**src/rtl/instr_fetch_buffer.sv**
```systemverilog
`default_nettype none
// ============================================================================
// instr_fetch_buffer : owns the fetch PC, prefetches words from imem into a
// small PC-tagged FIFO and hands one instruction per cycle to fetch/decode.
// Optional macro IFB_BYPASS_EN: zero-latency bypass of a response into an
// empty FIFO.                                          Revision 1.0
// ============================================================================
module instr_fetch_buffer #(
    parameter int unsigned DEPTH     = 4,
    parameter logic [31:0] RESET_PC  = 32'h0000_0000,
    parameter logic [31:0] NOP_INSTR = 32'h0000_0013
) (
    input  logic        clk,
    input  logic        srst_n,
    input  logic        redirect_valid,
    input  logic [31:0] redirect_pc,
    input  logic        stall_f,
    output logic        imem_req_valid,
    input  logic        imem_req_ready,
    output logic [31:0] imem_req_addr,
    input  logic        imem_rsp_valid,
    input  logic [31:0] imem_rsp_data,
    output logic        instr_valid,
    output logic [31:0] instr_f,
    output logic [31:0] pc_f,
    output logic [31:0] pc_plus4_f
);

    localparam int unsigned PTR_W = $clog2(DEPTH);
    localparam int unsigned CNT_W = PTR_W + 1;
    localparam logic [CNT_W-1:0] DEPTH_C = CNT_W'(DEPTH);

    typedef enum logic [1:0] {
        S_BOOT  = 2'd0,
        S_RUN   = 2'd1,
        S_DRAIN = 2'd2
    } state_t;

    state_t           state_q, state_d;
    logic [31:0]      fetch_pc_q, fetch_pc_d;
    logic [31:0]      rsp_pc_q, rsp_pc_d;
    logic [CNT_W-1:0] outstanding_q, outstanding_d;
    logic [CNT_W-1:0] discard_q, discard_d;
    logic [CNT_W-1:0] count_q, count_d;
    logic [PTR_W-1:0] wr_ptr_q, wr_ptr_d;
    logic [PTR_W-1:0] rd_ptr_q, rd_ptr_d;
    logic [31:0]      data_mem_q [DEPTH];
    logic [31:0]      pc_mem_q   [DEPTH];

    logic             w_accept;
    logic             w_rsp;
    logic             w_rsp_keep;
    logic             w_bypass;
    logic             w_fifo_valid;
    logic             w_push;
    logic             w_pop;
    logic [CNT_W:0]   w_credit_used;
    logic [31:0]      w_redirect_pc;
    logic [CNT_W-1:0] w_inflight_after;
    logic             w_unused_ok;

    assign w_redirect_pc = {redirect_pc[31:2], 2'b00};
    assign w_unused_ok   = ^redirect_pc[1:0];

    // Credit rule: in-flight requests plus buffered entries never exceed DEPTH,
    // so every response is guaranteed a FIFO slot.
    assign w_credit_used  = {1'b0, outstanding_q} + {1'b0, count_q};
    assign imem_req_valid = (state_q != S_BOOT) && (w_credit_used < {1'b0, DEPTH_C});
    assign imem_req_addr  = fetch_pc_q;
    assign w_accept       = imem_req_valid && imem_req_ready;

    // Responses with nothing outstanding (e.g. right after reset) are ignored.
    assign w_rsp      = imem_rsp_valid && (outstanding_q != '0);
    assign w_rsp_keep = w_rsp && !redirect_valid && (discard_q == '0);

`ifdef IFB_BYPASS_EN
    assign w_bypass = w_rsp_keep && (count_q == '0);
`else
    assign w_bypass = 1'b0;
`endif

    assign w_fifo_valid     = (count_q != '0);
    assign w_pop            = w_fifo_valid && !stall_f && !redirect_valid;
    assign w_push           = w_rsp_keep && !(w_bypass && !stall_f);
    assign w_inflight_after = outstanding_q + CNT_W'(w_accept) - CNT_W'(w_rsp);

    always_comb begin
        outstanding_d = w_inflight_after;
        discard_d     = discard_q;
        count_d       = count_q;
        wr_ptr_d      = wr_ptr_q;
        rd_ptr_d      = rd_ptr_q;
        fetch_pc_d    = fetch_pc_q;
        rsp_pc_d      = rsp_pc_q;
        if (redirect_valid) begin
            // Everything still in flight belongs to the wrong path.
            discard_d  = w_inflight_after;
            count_d    = '0;
            wr_ptr_d   = '0;
            rd_ptr_d   = '0;
            fetch_pc_d = w_redirect_pc;
            rsp_pc_d   = w_redirect_pc;
        end else begin
            if (w_rsp && (discard_q != '0)) begin
                discard_d = discard_q - 1'b1;
            end
            if (w_accept) begin
                fetch_pc_d = fetch_pc_q + 32'd4;
            end
            if (w_rsp_keep) begin
                rsp_pc_d = rsp_pc_q + 32'd4;
            end
            if (w_push) begin
                wr_ptr_d = wr_ptr_q + 1'b1;
            end
            if (w_pop) begin
                rd_ptr_d = rd_ptr_q + 1'b1;
            end
            count_d = count_q + CNT_W'(w_push) - CNT_W'(w_pop);
        end
    end

    always_comb begin
        state_d = state_q;
        case (state_q)
            S_BOOT:  state_d = S_RUN;
            S_RUN:   if (redirect_valid && (discard_d != '0)) state_d = S_DRAIN;
            S_DRAIN: if (discard_d == '0) state_d = S_RUN;
            default: state_d = S_BOOT;
        endcase
    end

    always_ff @(posedge clk or negedge srst_n) begin
        if (!srst_n) begin
            state_q       <= S_BOOT;
            fetch_pc_q    <= RESET_PC;
            rsp_pc_q      <= RESET_PC;
            outstanding_q <= '0;
            discard_q     <= '0;
            count_q       <= '0;
            wr_ptr_q      <= '0;
            rd_ptr_q      <= '0;
        end else begin
            state_q       <= state_d;
            fetch_pc_q    <= fetch_pc_d;
            rsp_pc_q      <= rsp_pc_d;
            outstanding_q <= outstanding_d;
            discard_q     <= discard_d;
            count_q       <= count_d;
            wr_ptr_q      <= wr_ptr_d;
            rd_ptr_q      <= rd_ptr_d;
        end
    end

    always_ff @(posedge clk) begin
        if (w_push) begin
            data_mem_q[wr_ptr_q] <= imem_rsp_data;
            pc_mem_q[wr_ptr_q]   <= rsp_pc_q;
        end
    end

    // When nothing is valid, pc_f shows the PC of the next expected response.
    always_comb begin
        instr_valid = 1'b0;
        instr_f     = NOP_INSTR;
        pc_f        = rsp_pc_q;
        if (w_fifo_valid) begin
            instr_valid = 1'b1;
            instr_f     = data_mem_q[rd_ptr_q];
            pc_f        = pc_mem_q[rd_ptr_q];
        end else if (w_bypass) begin
            instr_valid = 1'b1;
            instr_f     = imem_rsp_data;
            pc_f        = rsp_pc_q;
        end
    end

    assign pc_plus4_f = pc_f + 32'd4;

`ifndef SYNTHESIS
    always_ff @(posedge clk) begin
        if (srst_n && w_push) begin
            assert (count_q != DEPTH_C)
            else $error("instr_fetch_buffer: push into full FIFO");
        end
    end
`endif

endmodule

`default_nettype wire

```
**config.mk**
```make
export PLATFORM = sky130hd
export DESIGN_NAME = instr_fetch_buffer
export DESIGN_NICKNAME = d
export VERILOG_FILES = /design/src/rtl/instr_fetch_buffer.sv
export SDC_FILE = /design/constraint.sdc
export NUM_CORES = 1
export LEC_CHECK = 0
export BUFFER_PORTS_ARGS = -buffer_cell sky130_fd_sc_hd__buf_2
export CAP_MARGIN = 25
export CORE_MARGIN = 5
export CORE_UTILIZATION = 54
export CTS_BUF_LIST = sky130_fd_sc_hd__clkbuf_2 sky130_fd_sc_hd__clkbuf_4 sky130_fd_sc_hd__clkbuf_8
export DETAILED_ROUTE_END_ITERATION = 10
export PLACE_DENSITY = 0.89
export SLEW_MARGIN = 30
export SYNTH_ARGS = -nofsm -noshare
export SYNTH_HDL_FRONTEND = slang
export SYNTH_SLANG_ARGS = --single-unit
```
**constraint.sdc**
```tcl
create_clock -name clk -period 3.6 [get_ports clk]
set_input_delay 0.18 -clock clk [delete_from_list [all_inputs] [get_ports clk]]
set_output_delay 0.18 -clock clk [all_outputs]
set_load 0.005 [all_outputs]
```
==> results.sh, run 1 <==
export IMPL_gp_congestion=0.910
export IMPL_clock_skew_ps=16.5
export IMPL_cts_root_buf="clkbuf_8"
export IMPL_cp_max_fo=4
export IMPL_synth_compound_area_share_pct=2.13
export IMPL_n_antenna_cell=0
export IMPL_setup_violations=0
export IMPL_hold_viol=0
export IMPL_place_ws_ps=150
export IMPL_required_ps=4100
export IMPL_fin_crit_sh_pct=95.4
export IMPL_syn_area_sq_um=14500
export IMPL_hp_class="in2async"
export IMPL_cts_htree_levels=2
export IMPL_vias=9445
export IMPL_area_growth_pct=21.8
export IMPL_drt_iter0_drc=970
export IMPL_insertion_delay_ps=570
export IMPL_die_area_sq_um=30200
export IMPL_max_freq_mhz=291
export IMPL_grt_max_degree=71
export IMPL_grt_use_total_pct=22.3
export IMPL_cap_violations=0
export IMPL_cp_data_arrival_time_ps=3930
export IMPL_ys_ff_latch=323
export IMPL_io_buffers=191
export IMPL_synthCells=963
export IMPL_ff2ff_path_depth=14
export IMPL_dieHeight_um=174
export IMPL_stdcell_count=1646
export IMPL_tightest_slew_ps=942
export IMPL_avgRoutedWirePerCell_um=20.9
export IMPL_route_detailed_drc=0
export IMPL_slew_headroom_pct=37.2
export IMPL_finalSetupTns_ps=0
export IMPL_clk_pin_slew_worst_paths_ps=60
export IMPL_syn_avg_cell_area_sq_um=15.1
export IMPL_crit_type="reg2reg"
export IMPL_crit_top_cell="ha_1"
export IMPL_status="complete, no violations"
export IMPL_die_w_um=174
export IMPL_crit_chain="ha_1 -> nor3_2 -> o2111a_1 -> clkinv_1 -> ha_1 -> inv_1 -> ha_1 -> inv_1 -> fa_1 -> xnor2_1 -> xnor2_1 -> mux2_2 -> o41a_1 -> o21ba_2"
export IMPL_fin_ws_ps=166
export IMPL_min_period_ps=3430
export IMPL_placedCellCount=1484
export IMPL_drtAntennaViolNets=0
export IMPL_yosysUniqueCellTypes=58
export IMPL_critical_path_top_delay_family="adder cells"
export IMPL_worst_path_buf_inv=3
export IMPL_rsz0062_at_grt="false"
export IMPL_grt_pass1_vias=9718
export IMPL_async_reset_ff_share_pct=23.2
export IMPL_clock_path_buffers=3
export IMPL_timing_rr_start="outstanding_q[2]"
export IMPL_viasPerCell=5.74
export IMPL_cts_inserted_buffers=50
export IMPL_synthMuxAreaShare_pct=14.1
export IMPL_timing_rr_end="state_q[0]"
export IMPL_slowest_delay_ps=430
export IMPL_fin_nets=1352
export IMPL_synth_xor_area_share_pct=5.50
export IMPL_synth_edf_count=248
export IMPL_drive_above_1_share_pct=32.3
export IMPL_design_core_area_sq_um=26700
export IMPL_leakagePower_nw=6.65
export IMPL_antenna_found_initial=0
export IMPL_synthFlopType="edfxtp_1"
export IMPL_grt_first_pass_wirelength_mm=53.8
export IMPL_power_density_nw_per_um2=640
export IMPL_slowest_stage="dfrtp_1"
export IMPL_synth_top_family_by_area="multiplexers"
export IMPL_synth_fa_ha_area_share_pct=1.57
export IMPL_final_cell_mix="248 x edfxtp_1, 190 x buf_2, 103 x nand2_1, 73 x dfrtp_1, 65 x dlygate4sd3_1"
export IMPL_cts_tree="built"
export IMPL_synth_simple_gate_area_share_pct=9.92
export IMPL_row_count=60
export IMPL_startpoint_type="flip-flop"
export IMPL_cts_sinks=323
export IMPL_seq_area_frac_synth_pct=64.3
export IMPL_slew_violations=0
export IMPL_wl_mm=34.4
export IMPL_ios=200
export IMPL_crit_path_end_kind="flip-flop"
export IMPL_first_pass_iters=5
export IMPL_ir_drop_mv=0.375
export IMPL_initial_utilization_pct=54.3
export IMPL_overflow=0
export IMPL_r2r_slack_ps=170
export IMPL_final_common_cell="edfxtp_1"
export IMPL_post_dp_hpwl_mm=21.5
export IMPL_synth_warning_count=0
worst max path at each step:
stage,from,end,slack (ps),cells past startpoint
final,outstanding_q[2],state_q[0],170,14
after global routing,outstanding_q[2],state_q[0],9,14
after detailed placement,count_q[2],state_q[0],150,14
after floorplan,count_q[1],pc_plus4_f[28],100,14
after CTS,rd_ptr_q[0],pc_plus4_f[25],20,8
after global placement,outstanding_q[2],state_q[0],230,14
cell families (layout without fill, tap and decap cells):
family,Yosys count,in the layout
compound gates,48,48
xor+xnor,91,91
fa+ha+maj,17,17
buf+inv,78,415
flops,323,323
mux,116,116
other cells,1,6
simple gates,289,289
layer usage:
| layer | track usage [%] | wire length (um) | up-vias |
|---|---|---|---|
| met5 | 0 | 0 | - |
| met4 | 6.76 | 725 | 0 |
| met3 | 4.51 | 2690 | 54 |
| met2 | 37.5 | 17300 | 456 |
| met1 | 29.8 | 13600 | 4731 |
| li1 | - | - | 4204 |
metrics by stage:
stage	hold slack [ps]	utilization [%]	instance area [sq um]	power, mW
after detailed placement	370	59.6	15900	8.21
after CTS	187	65.8	17600	11.3
final	146	66.1	17700	11.3
after global routing	176	66.1	17700	11.9
after floorplan	-116	-	14500	6.78
after global placement	348	59.6	15900	8.09
area by class of cell:
cell class / count / area [sq um]
clock buffer: 65 / 838
timing repair buffer: 291 / 1900
clock inverter: 27 / 144
sequential: 323 / 9330
multi-input combinational: 567 / 4900
fill: 1785 / 9060
tap: 341 / 427
inverter: 32 / 120
flip-flops by register name, summed over array words and instances, names as in the netlist:
signal,cells
data_mem_q,128
pc_mem_q,120
imem_req_addr,30
rsp_pc_q,30
count_q,3
discard_q,3
outstanding_q,3
rd_ptr_q,2
state_q,2
wr_ptr_q,2
report_power, final:
group,internal (mW),switching [mW],leakage [nW]
Combinational,1.77,2.03,3.02
Sequential,4.27,0.261,3.11
Clock,1.59,1.37,0.521
synth_stat cells, types with 12 or more instances:
library cell / n / area, sq um
edfxtp_1: 248 / 7450
nand2_1: 103 / 387
dfrtp_1: 75 / 1880
xnor2_1: 54 / 473
mux4_2: 47 / 1060
mux2_2: 43 / 484
and2_1: 37 / 231
xor2_1: 37 / 324
nand3_1: 35 / 175
nor2_1: 34 / 128
inv_1: 29 / 109
nand4_1: 25 / 156
clkbuf_1: 22 / 82.6
a21oi_1: 19 / 95.1
nor3_1: 17 / 85.1
ha_1: 15 / 188
mux4_1: 15 / 394
and3_1: 12 / 75.1
timing repair:
action / CTS / global route
setup endpoints to repair: 10 / 13
hold endpoints to repair: 228 / 0
pin swaps: 1 / 2
resized for setup: 2 / 11
hold buffers: 65 / 0
buffers inserted: 2 / 3
Power figures use the tool's default switching activity.
==> inputs of run 2 (changes only) <==
--- a/constraint.sdc
+++ b/constraint.sdc
@@ -3,2 +3,2 @@
 set_output_delay 0.18 -clock clk [all_outputs]
-set_load 0.005 [all_outputs]
+set_load 0.05 [all_outputs]
==> run 2 against run 1 <==
Net effect:
- combinational power is 67% higher
- sequential share of layout area decreased by 0.94 points
- cell area increased by 1.8%
- cell count grew 0.24%
- die area stayed put
- worst setup slack got worse by 78 ps
- count of clock-buffer cells in the layout grew 9
- utilization grew 1.2 points
- hold slack lost 96 ps
- largest power group is now combinational cells
==> results.sh, run 2 (synthesis gave the netlist of run 1 again) <==
export IMPL_final_cell_area_sq_um=18000
export IMPL_cap_violations=0
export IMPL_drtAntennaViolNets=0
export IMPL_setup_violations=0
export IMPL_p_int_mw=7.92
export IMPL_seq_power_share_pct=32.5
export IMPL_crit_chain="buf_6 -> mux4_2 -> nand4_1 -> a211oi_4 -> nand3_4 -> nor3_2 -> xnor2_2 -> buf_2"
export IMPL_cp_max_fo=8
export IMPL_leakagePower_nw=6.77
export IMPL_avgRoutedWirePerCell_um=20.8
export IMPL_top_register="data_mem_q"
export IMPL_drive_above_1_share_pct=34.3
export IMPL_p_switching_mw=6.06
export IMPL_cts_htree_levels=2
export IMPL_cp_data_arrival_time_ps=3330
export IMPL_ff2ff_path_depth=14
export IMPL_crit_type="reg2out"
export IMPL_clock_path_buffers=3
export IMPL_antenna_found_initial=1
export IMPL_startpoint_type="flip-flop"
export IMPL_total_power_mw=14.0
export IMPL_power_density_nw_per_um2=777
export IMPL_tightest_slew_ps=838
export IMPL_row_count=60
export IMPL_wl_mm=34.3
export IMPL_post_dp_hpwl_mm=21.3
export IMPL_min_period_ps=3510
export IMPL_fin_nets=1353
export IMPL_overflow=0
export IMPL_die_w_um=174
export IMPL_fin_ws_ps=88.3
export IMPL_final_common_cell="edfxtp_1"
export IMPL_post_dp_cell_area_sq_um=16100
export IMPL_area_growth_pct=24.0
export IMPL_nFillCells=1769
export IMPL_cts_tree="built"
export IMPL_hold_viol=0
export IMPL_clk_pin_slew_worst_paths_ps=60
export IMPL_r2r_slack_ps=180
export IMPL_status="complete, no violations"
export IMPL_hp_class="in2async"
export IMPL_initial_utilization_pct=54.3
export IMPL_timing_rr_start="outstanding_q[2]"
export IMPL_max_freq_mhz=285
export IMPL_crit_path_end_kind="output port"
export IMPL_combPwrFrac_pct=45.5
export IMPL_cts_inserted_buffers=50
export IMPL_final_cell_mix="248 x edfxtp_1, 184 x buf_2, 101 x nand2_1, 72 x dfrtp_1, 64 x dlygate4sd3_1"
export IMPL_grt_pass1_vias=9926
export IMPL_slew_headroom_pct=43.7
export IMPL_insertion_delay_ps=570
export IMPL_ios=200
export IMPL_cts_sinks=323
export IMPL_slew_violations=0
export IMPL_clock_skew_ps=29.1
export IMPL_seq_area_sq_um=9330
export IMPL_drt_iter0_drc=699
export IMPL_stdcell_count=1650
export IMPL_gp_congestion=0.909
export IMPL_grt_first_pass_wirelength_mm=54.6
export IMPL_place_ws_ps=118
export IMPL_slowest_delay_ps=550
export IMPL_p_clk_share_pct=22.0
export IMPL_top_regs="data_mem_q x128, pc_mem_q x120"
export IMPL_die_area_sq_um=30200
export IMPL_placedCellCount=1483
export IMPL_largest_reg_flops=128
export IMPL_whs_ps=49.7
export IMPL_fin_crit_sh_pct=97.5
export IMPL_cts_root_buf="clkbuf_8"
export IMPL_first_pass_iters=5
export IMPL_vias=9418
export IMPL_ir_drop_mv=0.658
export IMPL_required_ps=3420
export IMPL_slowest_stage="dfrtp_4"
export IMPL_finalSetupTns_ps=0
export IMPL_dieHeight_um=174
export IMPL_viasPerCell=5.71
export IMPL_critical_path_top_delay_family="simple AND/OR/NAND/NOR gates"
export IMPL_design_core_area_sq_um=26700
export IMPL_io_buffers=191
export IMPL_multiInputGateArea_sq_um=5070
export IMPL_final_core_util_pct=67.3
export IMPL_rsz0062_at_grt="false"
export IMPL_grt_use_total_pct=22.7
export IMPL_grt_max_degree=66
export IMPL_timing_rr_end="state_q[0]"
export IMPL_swShare_pct=43.3
export IMPL_route_detailed_drc=0
export IMPL_worst_path_buf_inv=2
==> run 2: cell types whose count changed in the layout (fill, tap and decap cells not counted), moves of 4 or more <==
cell      delta
clkbuf_4     +8
xnor2_1      -7
xnor2_2      +7
buf_2        -6
xor2_1       -5
buf_12       +4
clkinv_2     -4
xor2_4       +4
==> run 2: power groups by stage <==
stage	combinational [mW]	clock (mW)	sequential [mW]
detailed placement	6.07	0	4.62
global placement	5.99	0	4.60
CTS	6.28	3.14	4.53
finish	6.36	3.07	4.55
floorplan	4.63	0	4.66
global route	6.71	3.32	4.57
==> run 2: how the worst max path moves through the flow <==
stage | endpoint | depth (start not counted) | startpoint | slack [ps]
2_1_floorplan | pc_plus4_f[22] | 14 | count_q[1] | 6
3_3_place_gp | state_q[0] | 14 | outstanding_q[2] | 220
3_5_place_dp | state_q[0] | 14 | outstanding_q[2] | 120
4_1_cts | pc_plus4_f[29] | 9 | rd_ptr_q[0] | 2
5_1_grt | state_q[0] | 14 | outstanding_q[2] | 10
6_report | pc_plus4_f[22] | 8 | rd_ptr_q[0] | 90
==> run 2: worst register-to-register path, delay by kind of cell (launching register included) <==
family,cells,cell delay [ps]
AND/OR/NAND/NOR,1,200
flip-flops,1,430
multiplexers,1,300
buffers and inverters,3,190
AO/OA/AOI/OAI,3,860
XOR/XNOR,2,290
adder cells (fa/ha/maj),4,1090
==> run 2: timing repair <==
action / 4_1_cts / 5_1_grt
resized for setup: 12 / 18
pin swaps: 6 / 4
buffers inserted: 5 / 3
endpoints found under the hold margin: 265 / 0
setup endpoints to repair: 19 / 14
hold buffers: 64 / 0
==> run 2: cell type report <==
type	instances	share of cell area, %
multi-input cells	567	28.2
inverters	32	0.703
diodes	1	0.0139
clock inverters	20	0.605
flip-flops and latches	323	51.9
repair buffers	292	11.1
clock buffers	74	5.11
well taps	341	2.37
==> run 2: metal layers <==
metal | routed length [um] | track usage (%)
met3 | 2750 | 4.84
met1 | 13100 | 28.9
met2 | 17400 | 39.1
met5 | 0 | 0
met4 | 1100 | 7.39
